**src/rtl/winner_scan_nxn_if.sv**
```systemverilog
// winner_scan_nxn_if
// Groups the request/result signals of the N x N winner scanner.
//   start    : scan request from the game controller
//   board    : 2*N*N packed cells, cell (r,c) at bits [2*(r*N+c)+1 : 2*(r*N+c)]
//   busy     : scan in progress
//   done     : one-cycle pulse, results valid from this cycle
//   winner   : a full line owned by one player was found
//   who      : winning player (01/10), 00 when no winner
//   line     : index of the first winning line in scan order
//   draw     : no winner and no empty cell
//   illegal  : at least one 11 cell in the latched board
//   conflict : both players own at least one full line
// Modports: master = game controller side, slave = scanner side.
interface winner_scan_nxn_if #(
  parameter int N = 3
);
  localparam int LW = $clog2(2*N+2);

  logic              start;
  logic [2*N*N-1:0]  board;
  logic              busy;
  logic              done;
  logic              winner;
  logic [1:0]        who;
  logic [LW-1:0]     line;
  logic              draw;
  logic              illegal;
  logic              conflict;

  modport master (
    output start, board,
    input  busy, done, winner, who, line, draw, illegal, conflict
  );

  modport slave (
    input  start, board,
    output busy, done, winner, who, line, draw, illegal, conflict
  );
endinterface

```
**src/rtl/winner_scan_nxn.sv**
```systemverilog
// winner_scan_nxn
// Sequential winner detector for an N x N board of 2-bit cells
// (00 empty, 01 player 1, 10 player 2, 11 illegal). A start request latches
// the board, then one line is checked per clock: N rows, N columns, the main
// diagonal and the anti-diagonal (L = 2N+2 lines in total).
// Ports:
//   clock : rising-edge clock
//   reset : asynchronous, active-low reset
//   bus   : winner_scan_nxn_if.slave (start/board in, results out)
// Optional feature macro: WINSCAN_EARLY_EXIT_EN
//   defined   -> scan stops on the first winning line, conflict tied to 0
//   undefined -> all L lines always scanned, conflict reported
module winner_scan_nxn #(
  parameter int N = 3
) (
  input  logic               clock,
  input  logic               reset,
  winner_scan_nxn_if.slave   bus
);
  localparam int L  = 2*N+2;
  localparam int LW = $clog2(2*N+2);

  typedef enum logic {IDLE, SCAN} state_t;

  state_t            state;
  state_t            state_next;
  logic              accept;
  logic              scan_end;

  logic [2*N*N-1:0]  brd;
  logic [LW-1:0]     idx;
  logic              busy_q;
  logic              done_q;
  logic              winner_q;
  logic [1:0]        who_q;
  logic [LW-1:0]     line_q;
  logic              draw_q;
  logic              illegal_q;
  logic              conflict_q;
  logic              seen1_q;
  logic              seen2_q;

  logic [L-1:0]      lwin;
  logic [1:0]        lval [L];
  logic              line_win;
  logic [1:0]        line_who;
  logic [N*N-1:0]    cell_empty;
  logic [N*N-1:0]    cell_bad;
  logic              has_empty;
  logic              in_illegal;

  // Every line is decoded from the latched board with constant cell
  // coordinates; the scan then just selects the line at idx.
  for (genvar li = 0; li < L; li++) begin : g_line
    logic [1:0]   lc [N];
    logic [N-1:0] eq;
    for (genvar k = 0; k < N; k++) begin : g_cell
      localparam int R = (li < N) ? li : k;
      localparam int C = (li < N)     ? k :
                         (li < 2*N)   ? li - N :
                         (li == 2*N)  ? k : N - 1 - k;
      assign lc[k] = brd[2*(R*N+C) +: 2];
      assign eq[k] = (lc[k] == lc[0]);
    end
    // A line wins only when all cells match and hold a real player code.
    assign lwin[li] = (&eq) && ((lc[0] == 2'b01) || (lc[0] == 2'b10));
    assign lval[li] = lc[0];
  end

  // Empty cells come from the latched board (draw); illegal cells come from
  // the incoming board because illegal is captured on the start edge itself.
  for (genvar ci = 0; ci < N*N; ci++) begin : g_cellflags
    assign cell_empty[ci] = (brd[2*ci +: 2] == 2'b00);
    assign cell_bad[ci]   = (bus.board[2*ci +: 2] == 2'b11);
  end

  assign has_empty  = |cell_empty;
  assign in_illegal = |cell_bad;
  assign line_win   = lwin[idx];
  assign line_who   = lval[idx];

  // State register.
  always_ff @(posedge clock or negedge reset) begin
    if (!reset) begin
      state <= IDLE;
    end else begin
      state <= state_next;
    end
  end

  // Next-state logic: a start is only seen in IDLE, so requests while busy
  // are dropped; the scan ends on the last line or, with early exit, on
  // the first winning line.
  always_comb begin
    state_next = state;
    accept     = 1'b0;
    scan_end   = 1'b0;
    case (state)
      IDLE: begin
        if (bus.start) begin
          accept     = 1'b1;
          state_next = SCAN;
        end
      end
      SCAN: begin
`ifdef WINSCAN_EARLY_EXIT_EN
        if ((idx == LW'(L-1)) || line_win) begin
`else
        if (idx == LW'(L-1)) begin
`endif
          scan_end   = 1'b1;
          state_next = IDLE;
        end
      end
      default: state_next = IDLE;
    endcase
  end

  // Datapath: board latch, line index and result registers. Only the first
  // win in scan order is recorded; the per-player seen flags feed conflict.
  always_ff @(posedge clock or negedge reset) begin
    if (!reset) begin
      brd        <= '0;
      idx        <= '0;
      busy_q     <= 1'b0;
      done_q     <= 1'b0;
      winner_q   <= 1'b0;
      who_q      <= 2'b00;
      line_q     <= '0;
      draw_q     <= 1'b0;
      illegal_q  <= 1'b0;
      conflict_q <= 1'b0;
      seen1_q    <= 1'b0;
      seen2_q    <= 1'b0;
    end else begin
      done_q <= 1'b0;
      if (accept) begin
        brd        <= bus.board;
        idx        <= '0;
        busy_q     <= 1'b1;
        winner_q   <= 1'b0;
        who_q      <= 2'b00;
        line_q     <= '0;
        draw_q     <= 1'b0;
        illegal_q  <= in_illegal;
        conflict_q <= 1'b0;
        seen1_q    <= 1'b0;
        seen2_q    <= 1'b0;
      end else if (state == SCAN) begin
        idx <= idx + LW'(1);
        if (line_win && !winner_q) begin
          winner_q <= 1'b1;
          who_q    <= line_who;
          line_q   <= idx;
        end
        if (line_win && (line_who == 2'b01)) seen1_q <= 1'b1;
        if (line_win && (line_who == 2'b10)) seen2_q <= 1'b1;
        if (scan_end) begin
          busy_q <= 1'b0;
          done_q <= 1'b1;
          draw_q <= !(winner_q || line_win) && !has_empty;
`ifdef WINSCAN_EARLY_EXIT_EN
          conflict_q <= 1'b0;
`else
          conflict_q <= (seen1_q || (line_win && (line_who == 2'b01))) &&
                        (seen2_q || (line_win && (line_who == 2'b10)));
`endif
        end
      end
    end
  end

  assign bus.busy     = busy_q;
  assign bus.done     = done_q;
  assign bus.winner   = winner_q;
  assign bus.who      = who_q;
  assign bus.line     = line_q;
  assign bus.draw     = draw_q;
  assign bus.illegal  = illegal_q;
  assign bus.conflict = conflict_q;
endmodule
```
**src/flat_wrapper.sv**
```systemverilog
// flat-port wrapper written by rule: the top's interface ports become plain ports
module winner_scan_nxn_flat 
#(
  parameter int N = 3
)
  (clock, reset, bus_start, bus_board, bus_busy, bus_done, bus_winner, bus_who, bus_line, bus_draw, bus_illegal, bus_conflict);
  winner_scan_nxn_if #(.N(N)) bus_i ();
  input  logic clock;
  input  logic reset;
  input wire logic [$bits(bus_i.start)-1:0] bus_start;
  input wire logic [$bits(bus_i.board)-1:0] bus_board;
  output wire logic [$bits(bus_i.busy)-1:0] bus_busy;
  output wire logic [$bits(bus_i.done)-1:0] bus_done;
  output wire logic [$bits(bus_i.winner)-1:0] bus_winner;
  output wire logic [$bits(bus_i.who)-1:0] bus_who;
  output wire logic [$bits(bus_i.line)-1:0] bus_line;
  output wire logic [$bits(bus_i.draw)-1:0] bus_draw;
  output wire logic [$bits(bus_i.illegal)-1:0] bus_illegal;
  output wire logic [$bits(bus_i.conflict)-1:0] bus_conflict;
  assign bus_i.start = bus_start;
  assign bus_i.board = bus_board;
  assign bus_busy = bus_i.busy;
  assign bus_done = bus_i.done;
  assign bus_winner = bus_i.winner;
  assign bus_who = bus_i.who;
  assign bus_line = bus_i.line;
  assign bus_draw = bus_i.draw;
  assign bus_illegal = bus_i.illegal;
  assign bus_conflict = bus_i.conflict;
  winner_scan_nxn #(.N(N)) u_core (.clock(clock), .reset(reset), .bus(bus_i));
endmodule
```
**config.mk**
```make
export PLATFORM = sky130hd
export DESIGN_NAME = winner_scan_nxn_flat
export DESIGN_NICKNAME = d
export VERILOG_FILES = /design/src/rtl/winner_scan_nxn_if.sv /design/src/rtl/winner_scan_nxn.sv /design/src/flat_wrapper.sv
export SDC_FILE = /design/constraint.sdc
export NUM_CORES = 1
export LEC_CHECK = 0
export CAP_MARGIN = 20
export CORE_MARGIN = 5
export CORE_UTILIZATION = 25
export DETAILED_ROUTE_END_ITERATION = 8
export GPL_TIMING_DRIVEN = 0
export PLACE_DENSITY = 0.39
export SLEW_MARGIN = 15
export SYNTH_ARGS = -nofsm -noshare
export SYNTH_HDL_FRONTEND = slang
export SYNTH_SLANG_ARGS = --single-unit
```
**constraint.sdc**
```tcl
create_clock -name clock -period 3.5 [get_ports clock]
set_input_delay 0.525 -clock clock [delete_from_list [all_inputs] [get_ports clock]]
set_output_delay 0.525 -clock clock [all_outputs]
set_load 0.01 [all_outputs]
```
# After elaboration in Yosys (flattened, before gate mapping)
# Index checks and enable logic that the tools add are counted.
# word_totals
reg_bits	35
in_bits	21
word_cells	148
# classes
n_addsub	1
magnitude_cmp	2
n_eq_ne	38
n_mux	40
bitwise	2
reduce_logical	52
# ops
op	count
== test 2 bit	16
== test 2 bit, second input constant	15
2-to-1 mux 1 bit	27
AND reduction 2 bit	12
logical NOT 2 bit	9
OR reduction 9 bit	2
2-to-1 mux 3 bit	5
logical AND 1 bit	13
== test 2 x 1 -> 1 bit, second input constant	6
2-to-1 mux 2 bit	5
nonzero test 2 bit	5
logical OR 1 bit	8
binary-select mux 2 bit (select 3 bit)	1
greater-or-equal comparator 4 bit, second input constant	1
less-than comparator 3 x 4 -> 1 bit, second input constant	1
inverter 3 -> 4 bit	1
adder 3 x 1 -> 3 bit, second input constant	1
binary-select mux 1 bit (select 3 bit)	1
== test 3 bit, second input constant	1
logical NOT 1 bit	3
case mux 1 bit (2 select lines)	1
inverter 1 bit	1

# Longest topological paths before layout
# logic_depth
ltp_word	11
mapped_depth	9
depth_no_buf	8

# Worst setup path after synthesis
# OpenSTA, ideal clock, no wires.
# synth_path
kind	register -> register
from	reg u_core.brd[12]
to	reg u_core.conflict_q, in the netlist u_core.bus.conflict
arrival_time_ns	1.921
required_time_ns	3.420
setup_slack_ns	1.499
path_stages_with_launch	8
period_less_slack_ns	2.001
cell_sequence	dfrtp_1 > buf_6 > or3_1 > a22oi_1 > nand3_1 > a32o_2 > a2111o_1 > o211ai_2
# synth_between
elab_chain_len	11
word_cells_on_any_way	28
# synth_rtl
item	line	source
start: declaration	winner_scan_nxn.sv:30	logic [2*N*N-1:0] brd;
start signal: assignment	winner_scan_nxn.sv:138	brd <= bus.board;
== test 2 bit, or another cell as far along	winner_scan_nxn.sv:63	assign eq[k] = (lc[k] == lc[0]);
AND reduction 2 bit / logical OR 1 bit (equally long branches)	winner_scan_nxn.sv:66	assign lwin[li] = (&eq) && ((lc[0] == 2'b01) || (lc[0] == 2'b10));
logical AND 1 bit	winner_scan_nxn.sv:66	
binary-select mux 1 bit (select 3 bit)	winner_scan_nxn.sv:79	assign line_win = lwin[idx];
2-to-1 mux 1 bit (not written as such)	winner_scan_nxn.sv:79	
logical AND 1 bit, on equally long branches	winner_scan_nxn.sv:165, winner_scan_nxn.sv:166	
logical OR 1 bit, on equally long branches	winner_scan_nxn.sv:165, winner_scan_nxn.sv:166	
logical AND 1 bit *	winner_scan_nxn.sv:165	conflict_q <= (seen1_q || (line_win && (line_who == 2'b01))) &&
2-to-1 mux 1 bit *	winner_scan_nxn.sv:158	if (scan_end) begin
2-to-1 mux 1 bit *	winner_scan_nxn.sv:149	end else if (state == SCAN) begin
2-to-1 mux 1 bit *	winner_scan_nxn.sv:137	if (accept) begin
end signal: assignment	winner_scan_nxn.sv:165	
end: declaration	winner_scan_nxn.sv:39	logic conflict_q;
# Every way passes the cells marked *; elsewhere a longest branch is shown, timed or not. The select of a mux whose other input is x is not followed.
# A chain may end at the register's enable or synchronous reset.

# Worst setup path after layout
# layout_path
from	reg u_core.brd[0]
to	reg u_core.line_q[1], in the netlist u_core.bus.line[1]
# layout_between
elab_chain_len	8
word_cells_on_any_way	20
# layout_rtl
item	line	source
== test 2 bit, or another cell as far along	winner_scan_nxn.sv:63	
AND reduction 2 bit / logical OR 1 bit (equally long branches)	winner_scan_nxn.sv:66	
logical AND 1 bit	winner_scan_nxn.sv:66	
binary-select mux 1 bit (select 3 bit) *	winner_scan_nxn.sv:79	
2-to-1 mux 1 bit (not written as such) *	winner_scan_nxn.sv:79	
logical AND 1 bit *	winner_scan_nxn.sv:151	if (line_win && !winner_q) begin
nonzero test 2 bit (no line) *	-	
AND reduction 2 bit (no line) *	-	
end signal: assignment	winner_scan_nxn.sv:154	line_q <= idx;
end: declaration	winner_scan_nxn.sv:36	logic [LW-1:0] line_q;
# Marks and branches as above.

==> results_dict.tcl <==
set metrics [dict create \
    synth_seq_area_share_pct 40.63 \
    worstSetupEndpointType "flip-flop" \
    run_status "complete, no violations" \
    slowest_delay_ns 0.45 \
    tritoncts.num_buffers 5 \
    number_of_setup_violations_in_the_final_report 0 \
    grt_start_max_net_pins 24 \
    synthCells 222 \
    yosysTopAreaCellShare_pct 40.63 \
    wire_per_inst_um 17.09 \
    rsz_0062_raised_after_global_routing "false" \
    area_delta_synth_final_pct 25.25 \
    drc_errors 0 \
    core_area_sq_mm 0.008299 \
    hpwl_detailed_mm 4.769 \
    ys_seq_elements 35 \
    clock.fmax_mhz 403.3 \
    grt-ovfl-total 0 \
    number_of_global_route_vias_before_repair 1921 \
    synth_area_leaders "sky130_fd_sc_hd__dfrtp_1 (41%), sky130_fd_sc_hd__mux2_1 (6.8%), sky130_fd_sc_hd__ha_1 (4.1%)" \
    cts_root_buffer "sky130_fd_sc_hd__clkbuf_8" \
    cts_post_setup_buffers_inserted 0 \
    post-route-util_pct 32.53 \
    clkLatencyLatePin_ns 0.28 \
    initial_utilization_pct 25.98 \
    final_min_period_over_clock_period_pct 70.84 \
    htree_levels 2 \
    most-common-layout-cells "sky130_fd_sc_hd__dfrtp_1 (35), sky130_fd_sc_hd__clkdlybuf4s50_1 (30), sky130_fd_sc_hd__inv_1 (15), sky130_fd_sc_hd__nand3_1 (15)" \
    nFillCells 854 \
    synthFlopType "sky130_fd_sc_hd__dfrtp_1" \
    gpl.final_weighted_congestion 0.7680 \
    worst_setup_path_start_kind "flip-flop" \
    timing.final.max_slew_violations 0 \
    clk_pin_slew_worst_paths_ns 0.07 \
    worst_slew_pin_slew_ns 0.6473 \
    dieArea_sq_mm 0.01058 \
    portBuffers 31 \
    ctsResizeCount 0 \
    layout.cells.most_common "sky130_fd_sc_hd__dfrtp_1" \
    syn_warnings 0 \
    class_of_the_most_critical_setup_path "reg2reg" \
    final_antenna_net_count 0 \
    routed_wirelength_mm 6.256 \
    critPathSlowestCell "sky130_fd_sc_hd__nor4b_1" \
    cts_hold_buf 0 \
    grt.total_usage_pct 12.73 \
    critical_path.cell_chain "clkbuf_1 -> inv_1 -> ha_1 -> nor4b_1 -> o21a_1 -> nor2_1 -> a311o_1" \
    grt_pass1_wl_mm 10.40 \
    grt_antenna_before_repair 0 \
    vdd.ir_drop.worst_uv 254.6 \
    postSynthNetCount 250 \
    p_per_cell_area_mw_per_mm2 925.6 \
    critical_path_required_ns 3.67 \
    num_vias 1872 \
    floorplan_die_height_um 102.9 \
    syn_area_sq_mm 0.002156 \
    number_of_flops_mapped_to_enable_cells_by_yosys 0 \
    synth_async_sr_flop_share_pct 100.0 \
    numClockSinks 35 \
    diodes 0 \
    timing.slew.headroom_pct 56.69 \
    cap_viol_max_count 0 \
    clock-skew-final_ns 0.006097 \
    average_cell_area_after_synthesis_sq_um 9.711 \
    post_route_cells_drive_above_1_share_pct 10.34 \
    finalCriticalPeriod_ns 2.479 \
    crit_arrival_ns 2.65 \
    first_pass_detailed_route_iteration_total 4 \
    die_w_um 102.9 \
    row_count 33 \
    synth_cell_type_count 47 \
    power.leakage_nw 1.106 \
    ctsLongestPathBuffers 2 \
    post_drt_via_cell_ratio 5.115 \
    hold_path_class "in2async" \
    io_pins 32 \
    drt_iter0_drc 125 \
    critPathMaxFanout 9 \
    tritoncts "yes" \
    hold_violations 0 \
    totalNegativeSetupSlack_ns 0 \
    nets 289 \
    cell_taking_the_most_area_after_synthesis "sky130_fd_sc_hd__dfrtp_1" \
]
layout make-up:
| cell class | instances | area, sq um | area share [%] |
|---|---|---|---|
| buffer | 16 | 81.33 | 3.012 |
| clock buffer | 6 | 82.58 | 3.058 |
| clock inverter | 1 | 5.005 | 0.1854 |
| inverter | 16 | 60.06 | 2.224 |
| multi-input combinational | 155 | 1139 | 42.17 |
| sequential | 35 | 875.8 | 32.44 |
| tap | 105 | 131.4 | 4.866 |
| timing repair buffer | 32 | 325.3 | 12.05 |
synthesized netlist by cell type, types with 3 or more instances:
master,n
sky130_fd_sc_hd__nand2_1,13
sky130_fd_sc_hd__nand3_1,15
sky130_fd_sc_hd__ha_1,7
sky130_fd_sc_hd__o21a_1,3
sky130_fd_sc_hd__nor3_1,9
sky130_fd_sc_hd__o2111ai_1,4
sky130_fd_sc_hd__nor3b_1,4
sky130_fd_sc_hd__or3_1,8
sky130_fd_sc_hd__o211ai_1,5
sky130_fd_sc_hd__dfrtp_1,35
sky130_fd_sc_hd__o21ai_0,9
sky130_fd_sc_hd__a21oi_1,6
sky130_fd_sc_hd__o21ai_1,3
sky130_fd_sc_hd__clkbuf_1,7
sky130_fd_sc_hd__buf_2,5
sky130_fd_sc_hd__mux2_1,13
sky130_fd_sc_hd__and3_1,8
sky130_fd_sc_hd__nor2_1,5
sky130_fd_sc_hd__a22oi_1,6
sky130_fd_sc_hd__o22ai_1,4
sky130_fd_sc_hd__mux2_2,5
sky130_fd_sc_hd__inv_1,15
path summary, 6_finish.rpt:
check                                                     from                        endpoint  slack (ns)  cells after the start
worst max-delay path                 u_core.brd[0]$_DFFE_PN0P_  u_core.bus.line[1]$_DFFE_PN0P_        1.02                      7
worst min-delay path                                     reset      u_core.brd[13]$_DFFE_PN0P_        0.13                      1
worst max register to register       u_core.brd[0]$_DFFE_PN0P_  u_core.bus.line[1]$_DFFE_PN0P_        1.02                      7
worst min register to register  u_core.bus.illegal$_DFFE_PN0P_  u_core.bus.illegal$_DFFE_PN0P_        0.49                      2
max in group asynchronous                                reset   u_core.bus.who[1]$_DFFE_PN0P_        2.92                      2
min in group clock              u_core.bus.illegal$_DFFE_PN0P_  u_core.bus.illegal$_DFFE_PN0P_        0.49                      2
through the flow:
stage	total power [W]	std cells	hold WS, ns	instance area [sq um]	setup slack (ns)
2_1_floorplan	0.001728	222	0.2294	2156	1.499
3_3_place_gp	0.002215	358	0.4764	2597	0.9028
3_5_place_dp	0.002211	359	0.4480	2613	1.085
4_1_cts	0.002527	366	0.1331	2700	1.069
5_1_grt	0.002742	366	0.1557	2700	0.7899
6_report	0.002499	366	0.1318	2700	1.021
cells by family (layout without fill, tap and decap cells):
| kind of cell | Yosys count | count (layout) | synth area share (%) |
|---|---|---|---|
| simple gates | 69 | 69 | 17.01 |
| compound gates | 58 | 58 | 21.01 |
| flops | 35 | 35 | 40.63 |
| buf+inv | 32 | 71 | 6.558 |
| mux | 20 | 20 | 10.33 |
| fa+ha+maj | 7 | 7 | 4.062 |
| xor+xnor | 1 | 1 | 0.4063 |
registers in the layout, summed over array words and instances, names as in the netlist:
register and cells:
u_core.bus.draw 1, u_core.state 1, u_core.idx 3, u_core.bus.who 2, u_core.seen2_q 1, u_core.bus.conflict 1, u_core.bus.illegal 1, u_core.seen1_q 1
u_core.bus.line 3, u_core.bus.busy 1, u_core.bus.winner 1, u_core.brd 18, u_core.bus.done 1
per-layer routing:
metal	GRT usage (%)	share of wire, %	vias to the layer above
met2	18.67	45	39
met4	3.785	0.75	0
met3	1.962	3.3	2
met1	19.19	51	925
met5	0	0	-
li1	-	-	906
critical path: cells and delay by family (launching register included):
family          cells  cell delay, ns
compound gates      2            0.68
fa+ha+maj           1            0.33
buf+inv             2            0.44
flops               1            0.32
simple gates        2            0.58
report_power, final:
group | leakage, nW | internal [W] | switching (W)
Clock | 0.0470 | 0.000155 | 0.000149
Sequential | 0.412 | 0.000603 | 0.000194
Combinational | 0.648 | 0.000619 | 0.000778
No activity file was read; power rests on OpenSTA's default activity.
